**config.mk**
```make
export PLATFORM = sky130hd
export DESIGN_NAME = seg_mux_display
export DESIGN_NICKNAME = d
export VERILOG_FILES = /design/src/rtl/seg_mux_display.sv
export SDC_FILE = /design/constraint.sdc
export NUM_CORES = 1
export LEC_CHECK = 0
export BUFFER_PORTS_ARGS = -buffer_cell sky130_fd_sc_hd__buf_2
export CORE_MARGIN = 2
export CORE_UTILIZATION = 54
export CTS_BUF_LIST = sky130_fd_sc_hd__clkbuf_8
export DETAILED_ROUTE_END_ITERATION = 16
export GPL_TIMING_DRIVEN = 1
export PLACE_DENSITY_LB_ADDON = 0.25
export SYNTH_ARGS = -nofsm -noshare
export SYNTH_HDL_FRONTEND = slang
export SYNTH_SLANG_ARGS = --single-unit
```
**constraint.sdc**
```tcl
create_clock -name clk -period 3.03 [get_ports clk]
set_input_delay 0 -clock clk [delete_from_list [all_inputs] [get_ports clk]]
set_output_delay 0 -clock clk [all_outputs]
set_load 0.01 [all_outputs]
```
**src/rtl/seg_mux_display.sv**
```systemverilog
// Multiplexed N-digit seven-segment driver: double-buffered nibble value,
// dead-time blanked digit scan, BCD/hex decode, leading-zero suppression.
module seg_mux_display #(
    parameter int DIGITS         = 4,
    parameter int CLK_DIV        = 1000,
    parameter int DEAD_CYCLES    = 2,
    parameter bit HEX_MODE       = 1'b1,
    parameter bit SEG_ACTIVE_LOW = 1'b0,
    parameter bit DIG_ACTIVE_LOW = 1'b0
) (
    input  logic                  clk,
    input  logic                  rst_n,
    input  logic                  enable,
    input  logic                  load,
    input  logic [4*DIGITS-1:0]   value,
    input  logic [DIGITS-1:0]     dp,
    input  logic                  lz_blank,
    output logic [6:0]            seg,
    output logic                  seg_dp,
    output logic [DIGITS-1:0]     dig,
    output logic                  frame_tick
);

    localparam int CNT_MAX = (CLK_DIV > DEAD_CYCLES) ? CLK_DIV : DEAD_CYCLES;
    localparam int CNT_W   = $clog2(CNT_MAX + 1);
    localparam int IDX_W   = (DIGITS > 1) ? $clog2(DIGITS) : 1;

    typedef enum logic {BLANK = 1'b0, SHOW = 1'b1} state_t;

    state_t               state_reg, state_next;
    logic [CNT_W-1:0]     cnt_reg, cnt_next;
    logic [IDX_W-1:0]     idx_reg, idx_next;
    logic                 tick_next;

    logic [4*DIGITS-1:0]  pending_reg, active_reg, active_next;
    logic [DIGITS-1:0]    pending_dp_reg, active_dp_reg, active_dp_next;
    logic                 pending_valid_reg;

    logic [3:0]           nibble [DIGITS];
    logic [DIGITS-1:0]    upper_zero;
    logic                 zero_run;
    logic [3:0]           cur_nibble;
    logic                 digit_blank;
    logic [6:0]           seg_on;
    logic                 dp_on;
    logic [DIGITS-1:0]    dig_on;

    function automatic logic [6:0] decode(input logic [3:0] n);
        case (n)
            4'h0:    decode = 7'b0111111;
            4'h1:    decode = 7'b0000110;
            4'h2:    decode = 7'b1011011;
            4'h3:    decode = 7'b1001111;
            4'h4:    decode = 7'b1100110;
            4'h5:    decode = 7'b1101101;
            4'h6:    decode = 7'b1111101;
            4'h7:    decode = 7'b0000111;
            4'h8:    decode = 7'b1111111;
            4'h9:    decode = 7'b1101111;
            4'hA:    decode = HEX_MODE ? 7'b1110111 : 7'b0000000;
            4'hB:    decode = HEX_MODE ? 7'b1111100 : 7'b0000000;
            4'hC:    decode = HEX_MODE ? 7'b0111001 : 7'b0000000;
            4'hD:    decode = HEX_MODE ? 7'b1011110 : 7'b0000000;
            4'hE:    decode = HEX_MODE ? 7'b1111001 : 7'b0000000;
            default: decode = HEX_MODE ? 7'b1110001 : 7'b0000000;
        endcase
    endfunction

    // The frame_tick cycle is the buffer boundary; a load landing on it bypasses pending.
    always_comb begin
        active_next    = active_reg;
        active_dp_next = active_dp_reg;
        if (frame_tick) begin
            if (load) begin
                active_next    = value;
                active_dp_next = dp;
            end else if (pending_valid_reg) begin
                active_next    = pending_reg;
                active_dp_next = pending_dp_reg;
            end
        end
    end

    always_ff @(posedge clk) begin
        if (!rst_n) begin
            pending_reg       <= '0;
            pending_dp_reg    <= '0;
            pending_valid_reg <= 1'b0;
            active_reg        <= '0;
            active_dp_reg     <= '0;
        end else begin
            active_reg    <= active_next;
            active_dp_reg <= active_dp_next;
            if (frame_tick) begin
                pending_valid_reg <= 1'b0;
            end else if (load) begin
                pending_reg       <= value;
                pending_dp_reg    <= dp;
                pending_valid_reg <= 1'b1;
            end
        end
    end

    generate
        for (genvar gi = 0; gi < DIGITS; gi++) begin : g_nibble
            assign nibble[gi] = active_next[4*gi +: 4];
        end
    endgenerate

    // upper_zero[i]: nibble i and every more significant nibble are zero.
    always_comb begin
        zero_run   = 1'b1;
        upper_zero = '0;
        for (int i = DIGITS - 1; i >= 0; i--) begin
            zero_run      = zero_run && (nibble[i] == 4'd0);
            upper_zero[i] = zero_run;
        end
    end

    assign cur_nibble  = nibble[idx_next];
    assign digit_blank = lz_blank && (idx_next != '0) && upper_zero[idx_next];
    assign seg_on      = digit_blank ? 7'd0 : decode(cur_nibble);
    assign dp_on       = active_dp_next[idx_next];
    assign dig_on      = DIGITS'(1) << idx_next;

    always_comb begin
        state_next = state_reg;
        cnt_next   = cnt_reg;
        idx_next   = idx_reg;
        tick_next  = 1'b0;
        if (!enable) begin
            state_next = BLANK;
            cnt_next   = '0;
            idx_next   = '0;
        end else begin
            case (state_reg)
                BLANK: begin
                    if (cnt_reg == CNT_W'(DEAD_CYCLES - 1)) begin
                        state_next = SHOW;
                        cnt_next   = '0;
                    end else begin
                        cnt_next = cnt_reg + 1'b1;
                    end
                end
                default: begin
                    if (cnt_reg == CNT_W'(CLK_DIV - 1)) begin
                        state_next = BLANK;
                        cnt_next   = '0;
                        if (idx_reg == IDX_W'(DIGITS - 1)) begin
                            idx_next  = '0;
                            tick_next = 1'b1;
                        end else begin
                            idx_next = idx_reg + 1'b1;
                        end
                    end else begin
                        cnt_next = cnt_reg + 1'b1;
                    end
                end
            endcase
        end
    end

    // Pin registers are loaded from the next state so dig and seg switch together.
    always_ff @(posedge clk) begin
        if (!rst_n) begin
            state_reg  <= BLANK;
            cnt_reg    <= '0;
            idx_reg    <= '0;
            frame_tick <= 1'b0;
            seg        <= {7{SEG_ACTIVE_LOW}};
            seg_dp     <= SEG_ACTIVE_LOW;
            dig        <= {DIGITS{DIG_ACTIVE_LOW}};
        end else begin
            state_reg  <= state_next;
            cnt_reg    <= cnt_next;
            idx_reg    <= idx_next;
            frame_tick <= tick_next;
            if (state_next == SHOW) begin
                seg    <= seg_on ^ {7{SEG_ACTIVE_LOW}};
                seg_dp <= dp_on ^ SEG_ACTIVE_LOW;
                dig    <= dig_on ^ {DIGITS{DIG_ACTIVE_LOW}};
            end else begin
                seg    <= {7{SEG_ACTIVE_LOW}};
                seg_dp <= SEG_ACTIVE_LOW;
                dig    <= {DIGITS{DIG_ACTIVE_LOW}};
            end
        end
    end

endmodule

```
**After elaboration in Yosys (flattened, before gate mapping)**

Memory sizes are Yosys's and may differ from the RTL's. A register that Yosys moved wholly into a read port is not among the register bits.
Cells that the tools add are included.

- Register bits: 60
- Memory bits (read-only): 112
- Logic and storage cells: 65
- Memories kept: 1
- Output and inout port bits: 13
- Bits of input ports: 25

- Equality and inequality tests: 3
- Muxes and demuxes: 25
- Reductions and logical operators: 16
- Order comparisons: 2
- Bitwise logic cells: 4
- Shifts and indexed selects: 1
- Add/sub/neg operators: 2

Memory list:

| name | depth | bits a word | read ports | clocked after memory_dff | write ports | RTL line | source |
|---|---|---|---|---|---|---|---|
| (name not given) | 16 | 7 | 1 | 1 | 0 | 49 | `case (n)` |

Operator list:

| operator | count |
|---|---|
| $mux W16 | 3 |
| $mux W10 | 3 |
| $mux W4 | 5 |
| $logic_not A4 Y1 | 4 |
| $add A10 B1 Y10 const B | 1 |
| $eq A10 B1 Y1 const B | 1 |
| $eq A10 B10 Y1 const B | 1 |
| $bmux W4 S2 | 1 |
| $mux W2 | 4 |
| $mux W1 | 7 |
| $reduce_and A2 Y1 | 3 |
| $logic_and A1 B1 Y1 | 5 |
| $bmux W1 S2 | 2 |
| $reduce_and A4 Y1 | 1 |
| $shl A1 B2 Y4 const A | 1 |
| $ge A3 B3 Y1 const B | 1 |
| $lt A2 B3 Y1 const B | 1 |
| $not A1 Y1 | 3 |
| $not A2 Y3 | 1 |
| $reduce_or A3 Y1 | 1 |
| $add A2 B1 Y2 const B | 1 |
| $eq A2 B2 Y1 const B | 1 |
| $reduce_bool A2 Y1 | 1 |
| $reduce_or A2 Y1 | 1 |

**Longest topological paths before layout**

Gate-level depths: netlist of run 1.

- Word-level depth: 11
- Gate-level depth with buffers: 15
- Depth with buffers taken out: 13

**Least setup slack after synthesis of run 1**

No wires, ideal clock.

- Path type: register to register
- Start: reg cnt_reg[0]
- End: reg seg[3]
- Setup slack: 17 ps
- Clock period less this slack: 3,013 ps
- Required time: 2,965 ps
- Path buffers: 1
- Cell stages (with the launch flop): 13
- Setup time: 65 ps
- Data arrival time: 2,948 ps
- Path through: dfxtp_1 > ha_1 > nand3_2 > or4_4 > buf_6 > mux2i_4 > nand2_1 > o221ai_1 > inv_1 > ha_1 > mux2_2 > mux2i_1 > nor2b_1

- Word-level cells in the longest chain between the ends: 8
- Elaborated cells on any way between the ends: 20
- Those cells by class: eq/ne: 2; mux: 12; bitwise: 2; reduce/logical: 4

Ends and longest elaborated chain:

| element | RTL line | source |
|---|---|---|
| start, declared | 31 | `logic [CNT_W-1:0] cnt_reg, cnt_next;` |
| start signal, assigned | 175 | `cnt_reg <= cnt_next;` |
| $eq A10 B10 Y1 | 146 | `if (cnt_reg == CNT_W'(CLK_DIV - 1)) begin` |
| $mux W2 | 146 |  |
| $mux W2 | 136 | `case (state_reg)` |
| $mux W2 | 131 | `if (!enable) begin` |
| $bmux W1 S2, or another cell as far along | 121 | `assign digit_blank = lz_blank && (idx_next != '0) && upper_zero[idx_next];` |
| $mux W1 (implied by the code), or another cell as far along | 121 |  |
| $logic_and A1 B1 Y1 / $mux W4 (equally long branches) | 121, 120 |  |
| $reduce_or A3 Y1 (no line) / $mux W4 (equally long branches) | - |  |
| end, declared | 18 | `output logic [6:0] seg,` |

Parallel ways exist; a longest one is shown, timed or not. The select of a mux whose other input is x is not followed.
A chain may end at the register's enable or synchronous reset.

**Worst setup path in the final report of run 1**

- Start: reg cnt_reg[3]
- End: reg seg[3]

The elaborated chain is that of the path after synthesis.

==> impl_metrics.py, run 1 <==
metrics = {
    "yosys": {
        "seq_area_frac_synth_pct": 42.71,
        "synthCells": 382,
        "synth-async-reset-ratio_pct": 0,
        "synth-simple-area-share_pct": 23.47,
        "synth_compound_area_share_pct": 18.09,
        "synthMuxAreaShare_pct": 5.100,
        "ys_types": 47,
        "synthAdderAreaFrac_pct": 3.984,
        "syn_area_sq_um": 3141,
        "yosys.area_share.xor_xnor_pct": 2.231,
        "synth-seq-cells": 67,
        "syn-num-nets": 417,
        "yosysWarnings": 0,
        "avgSynthCellArea_sq_um": 8.221,
        "synth_flop_cell": "dfxtp_1",
        "synth_edf_count": 0,
        "synth_top_family_by_area": "simple AND/OR/NAND/NOR gates",
    },
    "sta": {
        "max_slew_margin_pct": 38.15,
        "finalHoldViolations": 0,
        "fin_skew_ns": 0.01142,
        "fin_crit_sh_pct": 96.80,
        "fin_crit_ns": 2.933,
        "max_freq_mhz": 341.0,
        "drv_slew": 0,
        "worst_slack_ns": 0.09706,
        "worst_slew_pin_slew_ns": 0.9243,
        "finalSetupViolCount": 0,
    },
    "setup_path": {
        "critPathLaunchType": "flop",
        "max_stage_delay_ns": 0.60,
        "crit_path_end_kind": "flop",
        "crit_chain": "or2_1 > or4_4 > mux2i_4 > nand2_2 > o22ai_2 > a21oi_2 > buf_4 > ha_1 > mux2_2 > mux2i_1 > nor2b_1",
        "crit_slowest_cell": "or4_4",
        "worstPathArrival_ns": 3.20,
        "path_class": "reg -> reg",
        "rrSetupSlack_ns": 0.1,
        "cp_max_fo": 8,
        "crit_required_ns": 3.30,
    },
    "status": {
        "status": "completed",
    },
    "drt": {
        "drc": 0,
        "post_drt_wl_per_cell_um": 15.13,
        "drt-initial-drc-count": 155,
        "wl_mm": 8.004,
        "detail-route-antenna-nets": 0,
        "first_pass_iters": 4,
        "viasPerCell": 5.703,
        "via_count": 3017,
    },
    "power_and_ir_drop": {
        "powerDensity_nw_per_um2": 440.7,
        "leakagePower_uw": 0.001614,
        "power_uw": 1727,
        "vdd_ir_drop_max_mv": 0.3655,
    },
    "place": {
        "io_buffer_count": 37,
        "gp_congestion": 0.9302,
        "preCtsSetupSlack_ns": 0.04592,
        "dp_hpwl_mm": 5.250,
    },
    "finish": {
        "layout-drive-gt1-share_pct": 19.30,
        "multi_input_area_sq_um": 1708,
        "fin_nets": 487,
        "fillers": 455,
        "seqCellArea_sq_um": 1341,
        "areaGrowthSynthToFinish_pct": 24.78,
    },
    "run": {
        "max_cap_violations": 0,
    },
    "global_route": {
        "grt_pass1_vias": 2863,
        "antenna_found_initial": 0,
        "grt-ovfl-total": 0,
        "track_usage_pct": 26.10,
        "grt_pass1_wl_mm": 12.93,
        "grt_max_degree": 28,
    },
    "min_path": {
        "hold_path_class": "in -> reg",
    },
    "floorplanning": {
        "start_util_pct": 56.34,
        "die_h_um": 80.26,
        "rows": 27,
        "io_pins": 38,
        "die_w_um": 80.26,
        "placeableCoreArea_sq_um": 5574,
        "dieArea_sq_um": 6442,
    },
    "clock_network": {
        "cts_sinks": 67,
        "h-tree-depth": 3,
        "cts_buffers": 9,
        "clk_pin_slew_worst_paths_ns": 0.06,
        "cts_tree": "done",
        "cts_max_path_buffers": 2,
        "insertion_delay_ns": 0.34,
        "cts_root_buf": "clkbuf_8",
    },
}
-- metal layers --
| layer | routed length [um] | share of wire [%] | global-route usage, % | vias to the layer above |
|---|---|---|---|---|
| met4 | 283 | 3.5 | 12.20 | 0 |
| met3 | 391 | 4.9 | 6.404 | 27 |
| li1 | - | - | - | 1486 |
| met1 | 3461 | 43 | 31.35 | 1406 |
| met5 | 0 | 0 | 0 | - |
| met2 | 3868 | 48 | 43.67 | 98 |
-- synth_stat cells, types with 2 or more instances --
cell,instances,area [sq um]
o21ai_0,9,45.04
nand2b_1,3,18.77
nand3_1,11,55.05
o21ai_1,3,15.01
xor2_1,3,26.28
nor3_1,12,60.06
a31oi_1,4,25.02
ha_1,10,125.1
inv_1,10,37.54
a221oi_1,3,26.28
nor4_1,3,18.77
nand3b_1,6,45.04
mux2_4,3,45.04
mux2_2,2,22.52
nor2b_1,3,18.77
buf_6,2,22.52
clkinv_1,2,7.510
o221ai_1,2,17.52
o22ai_1,27,168.9
o211ai_1,2,15.01
nor2_1,36,135.1
xnor2_1,5,43.79
buf_1,2,7.510
nand2_1,57,214.0
mux2i_1,7,70.07
dfxtp_1,67,1341
and2_1,16,100.1
clkbuf_1,15,56.30
a21oi_1,39,195.2
-- cell usage in the layout (no fill, tap or decap), types with 2 or more instances in the layout --
master	n
a21oi_1	37
a21oi_2	2
a221oi_1	3
a31oi_1	4
and2_1	16
buf_2	37
buf_4	21
clkbuf_8	12
clkinv_1	2
clkinv_2	2
dfxtp_1	67
dlygate4sd3_1	21
ha_1	9
inv_1	11
mux2_2	2
mux2_4	3
mux2i_1	6
mux2i_4	2
nand2_1	56
nand2b_1	3
nand3_1	11
nand3b_1	6
nor2_1	36
nor2b_1	3
nor3_1	12
nor4_1	3
o211ai_1	2
o21ai_0	9
o21ai_1	3
o22ai_1	26
xnor2_1	5
xor2_1	3
-- layout make-up --
class / instances / share of cell area [%]
antenna: 1 / 0.06386
sequential: 67 / 34.23
multi-input combinational: 283 / 43.58
clock inverter: 3 / 0.3512
clock buffer: 12 / 4.215
inverter: 12 / 1.149
timing repair buffer: 79 / 14.11
tap: 72 / 2.299
-- where the power goes --
part | switching, uW | leakage (uW) | internal, uW
sequential | 11.9 | 0.000544 | 901
combinational | 70.0 | 0.000970 | 60.0
clock | 330 | 0.0000994 | 354
-- cell families after synthesis --
kind of cell    Yosys count
buf+inv                  32
mux                      13
flops                    67
simple gates            156
compound gates           96
xor+xnor                  8
fa+ha+maj                10
-- metrics by stage --
stage	utilization [%]	area, sq um	setup TNS (ns)	std cells	hold slack, ns
after floorplan	-	3141	0	382	0.1217
after global placement	61.48	3427	0	485	0.2541
after detailed placement	61.48	3427	0	485	0.2623
after CTS	68.46	3816	0	521	0.03615
after global routing	70.26	3916	-0.1294	528	0.06903
final	70.30	3919	0	529	0.05736
-- worst max-delay path: cells and delay by family, from the launching register on --
kind | cells | cell delay [ns]
flops | 1 | 0.34
buf+inv | 1 | 0.15
simple gates | 4 | 1.13
fa+ha+maj | 1 | 0.24
compound gates | 2 | 0.24
mux | 3 | 0.77
-- final timing paths --
check | from | endpoint | cells past startpoint
min reg2reg | pending_reg[2] | pending_reg[2] | 2
max | cnt_reg[3] | seg[3] | 11
min | load | pending_valid_reg | 3
max reg2reg | cnt_reg[3] | seg[3] | 11
-- what timing repair did --
action,CTS,global route
endpoints found under the setup margin,0,6
hold buffers,21,0
setup buffers,0,7
gates resized for setup,0,9
endpoints found under the hold margin,21,0
(Power assumes the default switching activity.)
==> run 2: changes to the inputs <==
- clock period: 3.03 -> 2.48 ns (I/O delays scaled with it)
==> run 2 against run 1 <==
Effect of this change:
- the flow now finishes with violations (negative setup slack)
- critical path depth decreased by 1
- power increased by 22%
- via count increased by 7.5%
- maximum frequency increased by 4.9%
==> impl_metrics.py, run 2 (synthesis results as in run 1) <==
metrics = {
    "floorplanning": {
        "rows": 27,
        "io_pins": 38,
        "die_w_um": 80.26,
        "start_util_pct": 56.34,
        "die_h_um": 80.26,
        "dieArea_sq_um": 6442,
        "placeableCoreArea_sq_um": 5574,
    },
    "min_path": {
        "min_path_cells": 3,
        "hold_path_class": "in -> reg",
        "hold_end": "frame_tick",
        "hold_path_startpoint": "rst_n",
    },
    "setup_path": {
        "worstReg2RegEnd": "seg[3]",
        "rrSetupSlack_ns": -0.32,
        "reg2reg_depth": 10,
        "crit_required_ns": 2.76,
        "worstPathArrival_ns": 3.08,
        "r2r-start": "cnt_reg[3]",
        "crit_chain": "or2_1 > or4_4 > mux2i_4 > o211ai_1 > o221ai_4 > buf_6 > ha_4 > mux2_4 > mux2i_1 > nor2b_1",
        "cp_max_fo": 7,
        "max_stage_delay_ns": 0.58,
        "crit_slowest_cell": "or4_4",
        "critPathLaunchType": "flop",
        "crit_path_end_kind": "flop",
        "path_class": "reg -> reg",
    },
    "global_route": {
        "grt_max_degree": 28,
        "grt-ovfl-total": 0,
        "track_usage_pct": 29.15,
        "grt_pass1_vias": 3165,
        "grt_pass1_wl_mm": 14.50,
        "antenna_found_initial": 0,
    },
    "clock_network": {
        "clk_pin_slew_worst_paths_ns": 0.07,
        "cts_sinks": 67,
        "insertion_delay_ns": 0.34,
        "cts_root_buf": "clkbuf_8",
        "cts_buffers": 9,
        "h-tree-depth": 3,
        "cts_max_path_buffers": 2,
        "cts_tree": "done",
    },
    "drt": {
        "wl_mm": 9.050,
        "post_drt_wl_per_cell_um": 15.79,
        "drt-initial-drc-count": 254,
        "first_pass_iters": 5,
        "via_count": 3243,
        "drc": 0,
        "detail-route-antenna-nets": 0,
        "viasPerCell": 5.660,
    },
    "finish": {
        "final_util_pct": 80.07,
        "areaGrowthSynthToFinish_pct": 42.11,
        "fillers": 345,
        "layout-drive-gt1-share_pct": 30.94,
        "layout_common_cells": "64 x dfxtp_1, 55 x nand2_1, 55 x buf_4, 37 x a21oi_1, 37 x buf_2",
        "fin_nets": 532,
        "layout_commonest_cell": "dfxtp_1",
        "design_area_sq_um": 4463,
        "antenna_cells": 0,
    },
    "power_and_ir_drop": {
        "p_int_uw": 1611,
        "leakagePower_uw": 0.001882,
        "power_frac_comb_pct": 7.8,
        "p_switching_uw": 504.0,
        "vdd_ir_drop_max_mv": 0.3640,
        "powerDensity_nw_per_um2": 473.8,
        "power_frac_seq_pct": 52.8,
        "swShare_pct": 23.83,
        "clockPowerShare_pct": 39.4,
    },
    "sta": {
        "finalHoldViolations": 0,
        "worst_slack_ns": -0.3150,
        "rsz0062_at_grt": "yes",
        "worst_slew_pin_slew_ns": 0.7533,
        "max_freq_mhz": 357.8,
        "max_slew_margin_pct": 49.47,
        "finalSetupViolCount": 7,
        "fin_skew_ns": 0.005705,
        "fin_crit_ns": 2.795,
        "fin_crit_sh_pct": 112.7,
        "drv_slew": 0,
    },
    "place": {
        "gp_congestion": 0.9099,
        "io_buffer_count": 37,
        "placed_area_sq_um": 3805,
        "dp_hpwl_mm": 5.723,
    },
    "status": {
        "violations": "negative setup slack",
        "status": "finished, violations left",
    },
    "run": {
        "max_cap_violations": 0,
    },
}
[run 2: cell count changes in the layout (fill, tap and decap cells not counted), moves of 2 or more]
| cell | delta |
|---|---|
| ha_4 | +4 |
| buf_4 | +34 |
| buf_6 | +10 |
| inv_1 | -2 |
| nand2_4 | +2 |
| nor2_1 | -2 |
| inv_2 | +2 |
| dfxtp_1 | -3 |
| dfxtp_2 | +3 |
| ha_1 | -5 |
[run 2: worst max-delay path, delay by kind of cell (launching register included)]
family / cells / cell delay (ns)
buf+inv: 1 / 0.17
fa+ha+maj: 1 / 0.16
compound gates: 2 / 0.48
flops: 1 / 0.31
simple gates: 3 / 0.96
mux: 3 / 0.64
[run 2: worst max path at each step]
stage	start	to	slack [ns]	depth (start not counted)
2_1_floorplan	cnt_reg[4]	seg[0]	-0.17	11
3_3_place_gp	cnt_reg[4]	seg[1]	-0.23	8
3_5_place_dp	cnt_reg[4]	seg[3]	-0.35	13
4_1_cts	cnt_reg[0]	seg[3]	-0.29	11
5_1_grt	cnt_reg[3]	seg[3]	-0.40	10
6_report	cnt_reg[3]	seg[3]	-0.32	10
[run 2: final cells by class]
class	instances	area, sq um	share of cell area [%]
multi-input combinational	283	1863	41.74
clock inverter	3	13.76	0.3084
clock buffer	12	165.2	3.701
tap	72	90.09	2.019
timing repair buffer	124	940.9	21.08
inverter	12	45.04	1.009
sequential	67	1345	30.14
[run 2: repair_timing]
item / in CTS / in global routing
gates cloned: 1 / 0
hold buffers: 21 / 0
pin swaps: 11 / 11
setup endpoints to repair: 7 / 7
hold endpoints to repair: 24 / 0
buffers inserted: 7 / 9
gates resized for setup: 21 / 11
[run 2: metrics by stage]
step / hold WS (ns) / setup TNS [ns] / cells / worst slack (ns) / total power (uW)
after floorplan: 0.1217 / -0.6454 / 382 / -0.1708 / 1215
after global placement: 0.2545 / -1.476 / 520 / -0.2278 / 1270
after detailed placement: 0.2595 / -1.949 / 520 / -0.3510 / 1275
after CTS: 0.04273 / -1.734 / 564 / -0.2913 / 2113
after global routing: 0.06979 / -2.281 / 573 / -0.4050 / 2189
final: 0.06437 / -1.681 / 573 / -0.3150 / 2115
[run 2: power by group through the flow]
| stage | registers, uW | logic [uW] | clock network (uW) |
|---|---|---|---|
| final | 1120 | 164 | 834 |
| after floorplan | 1140 | 76.9 | 0 |
| after detailed placement | 1140 | 134 | 0 |
| after global routing | 1120 | 181 | 889 |
| after global placement | 1140 | 130 | 0 |
| after CTS | 1120 | 160 | 836 |
[run 2: routing by layer]
metal	vias up	part of all wire, %	GRT usage, %
li1	1565	-	-
met1	1541	42	34.46
met2	118	51	50.92
met3	19	5.2	5.843
met4	0	2.2	12.71
met5	-	0	0
==> run 3: changes to the inputs <==
- CORE_UTILIZATION: 54 -> 52
- CTS_BUF_LIST: sky130_fd_sc_hd__clkbuf_8 -> not set
==> run 3 against run 2 <==
Effect of this change:
- the run still ends with negative setup slack left
- combinational power hardly changed
- first-iteration DRC count is 17% higher
- die area is 3.7% higher
- clock-buffer cell count is 3 higher
- sequential share of layout area is 0.37 points higher
- power is 5.4% higher
- hold slack worse by 0.0044 ns
- final area is 1.2% lower
- global-route usage is 3.2 points lower
- sequential power hardly changed
- maximum frequency is 4.2% lower
- critical endpoint is now seg[0]
==> impl_metrics.py, run 3 (synthesis results as in run 1) <==
metrics = {
    "floorplanning": {
        "rows": 28,
        "die_h_um": 81.72,
        "dieArea_sq_um": 6677,
        "io_pins": 38,
        "placeableCoreArea_sq_um": 5886,
        "start_util_pct": 53.36,
        "die_w_um": 81.72,
    },
    "clock_network": {
        "cts_root_buf": "clkbuf_8",
        "insertion_delay_ns": 0.34,
        "cts_tree": "done",
        "cts_max_path_buffers": 2,
        "clk_pin_slew_worst_paths_ns": 0.07,
        "cts_sinks": 67,
        "cts_buffers": 9,
        "h-tree-depth": 3,
    },
    "drt": {
        "wl_mm": 8.857,
        "first_pass_iters": 6,
        "drc": 0,
        "via_count": 3204,
        "viasPerCell": 5.611,
        "post_drt_wl_per_cell_um": 15.51,
        "drt-initial-drc-count": 297,
        "detail-route-antenna-nets": 0,
    },
    "finish": {
        "layout_common_cells": "64 x dfxtp_1, 54 x nand2_1, 54 x buf_4, 37 x a21oi_1, 37 x buf_2",
        "layout_commonest_cell": "dfxtp_1",
        "areaGrowthSynthToFinish_pct": 40.40,
        "final_cells": 571,
        "fin_nets": 526,
        "layout-drive-gt1-share_pct": 29.23,
        "antenna_cells": 0,
    },
    "sta": {
        "finalSetupViolCount": 8,
        "fin_crit_ns": 2.919,
        "finalSetupTns_ns": -2.162,
        "drv_slew": 0,
        "max_slew_margin_pct": 49.22,
        "finalHoldViolations": 0,
        "fin_hold_ws_ns": 0.05996,
        "fin_skew_ns": 0.006963,
        "rsz0062_at_grt": "yes",
        "worst_slack_ns": -0.4386,
        "worst_slew_pin_slew_ns": 0.7570,
        "fin_crit_sh_pct": 117.7,
        "max_freq_mhz": 342.6,
    },
    "setup_path": {
        "max_stage_delay_ns": 0.58,
        "crit_chain": "ha_4 > nand3_2 > or4_4 > buf_6 > mux2_4 > nand2_4 > o22ai_4 > a21oi_4 > inv_4 > ha_4 > or3_4 > a31oi_1",
        "worstPathArrival_ns": 3.18,
        "crit_required_ns": 2.74,
        "critical_path_buf_inv_count": 2,
        "path_common_cell": "ha_4",
        "crit_path_end_kind": "flop",
        "crit_slowest_cell": "or4_4",
        "critPathLaunchType": "flop",
        "cp_max_fo": 7,
        "path_delay_family": "simple AND/OR/NAND/NOR gates",
        "path_class": "reg -> reg",
    },
    "global_route": {
        "antenna_found_initial": 0,
        "grt_pass1_wl_mm": 13.29,
        "grt_pass1_vias": 2937,
        "grt-ovfl-total": 0,
        "track_usage_pct": 26.00,
        "grt_max_degree": 28,
    },
    "min_path": {
        "hold_path_class": "in -> reg",
    },
    "place": {
        "placed_cells": 522,
        "io_buffer_count": 37,
        "gp_congestion": 0.8737,
        "dp_hpwl_mm": 5.632,
    },
    "run": {
        "max_cap_violations": 0,
    },
    "power_and_ir_drop": {
        "powerDensity_nw_per_um2": 505.7,
        "power_uw": 2230,
        "vdd_ir_drop_max_mv": 0.3649,
        "leakagePower_uw": 0.001839,
    },
    "status": {
        "status": "finished, violations left",
        "violations": "negative setup slack",
    },
}
[run 3: final timing paths]
| path | end | cells after the start | slack [ns] | from |
|---|---|---|---|---|
| setup / recovery | seg[0] | 12 | -0.44 | cnt_reg[1] |
| hold / removal | frame_tick | 3 | 0.06 | rst_n |
| setup reg to reg | seg[0] | 12 | -0.44 | cnt_reg[1] |
| hold reg to reg | pending_reg[4] | 2 | 0.46 | pending_reg[4] |
[run 3: worst min-delay path, cell delays in order]
cell and delay [ns]:
buf_2 0.20, nand3_1 0.12, nor2_1 0.04
[run 3: area by class of cell]
cell class	instances	area, sq um
Fill cell	405	1476
Timing Repair Buffer	118	877.1
Sequential cell	67	1345
Clock inverter	1	30.03
Multi-Input combinational cell	283	1839
Clock buffer	15	176.4
Tap cell	75	93.84
Inverter	12	47.55
[run 3: where the power goes]
part | switching, uW | internal [uW] | leakage (uW)
clock network | 401 | 549 | 0.000104
registers | 16.1 | 1100 | 0.000546
logic | 86.7 | 76.2 | 0.00119
total | 504 | 1730 | 0.00184
[run 3: stage by stage]
step / cell area [sq um] / setup slack, ns / util [%]
floorplan: 3249 / -0.1708 / -
global placement: 3801 / -0.3160 / 64.58
detailed placement: 3801 / -0.3570 / 64.58
CTS: 4268 / -0.3262 / 72.51
global route: 4409 / -0.5136 / 74.91
finish: 4409 / -0.4386 / 74.91
[run 3: repair_timing]
action | in CTS | in global routing
gates cloned | 0 | 0
hold buffers | 21 | 0
resized for setup | 7 | 16
pin swaps | 5 | 10
endpoints found under the setup margin | 7 | 7
buffers inserted | 3 | 9
endpoints found under the hold margin | 24 | 0
[run 3: per-layer routing]
metal / GRT usage, % / vias to the layer above / wire length, um
li1: - / 1558 / -
met1: 32.05 / 1521 / 3786
met2: 43.52 / 112 / 4478
met3: 6.044 / 13 / 445
met4: 11.17 / 0 / 146
met5: 0 / - / 0
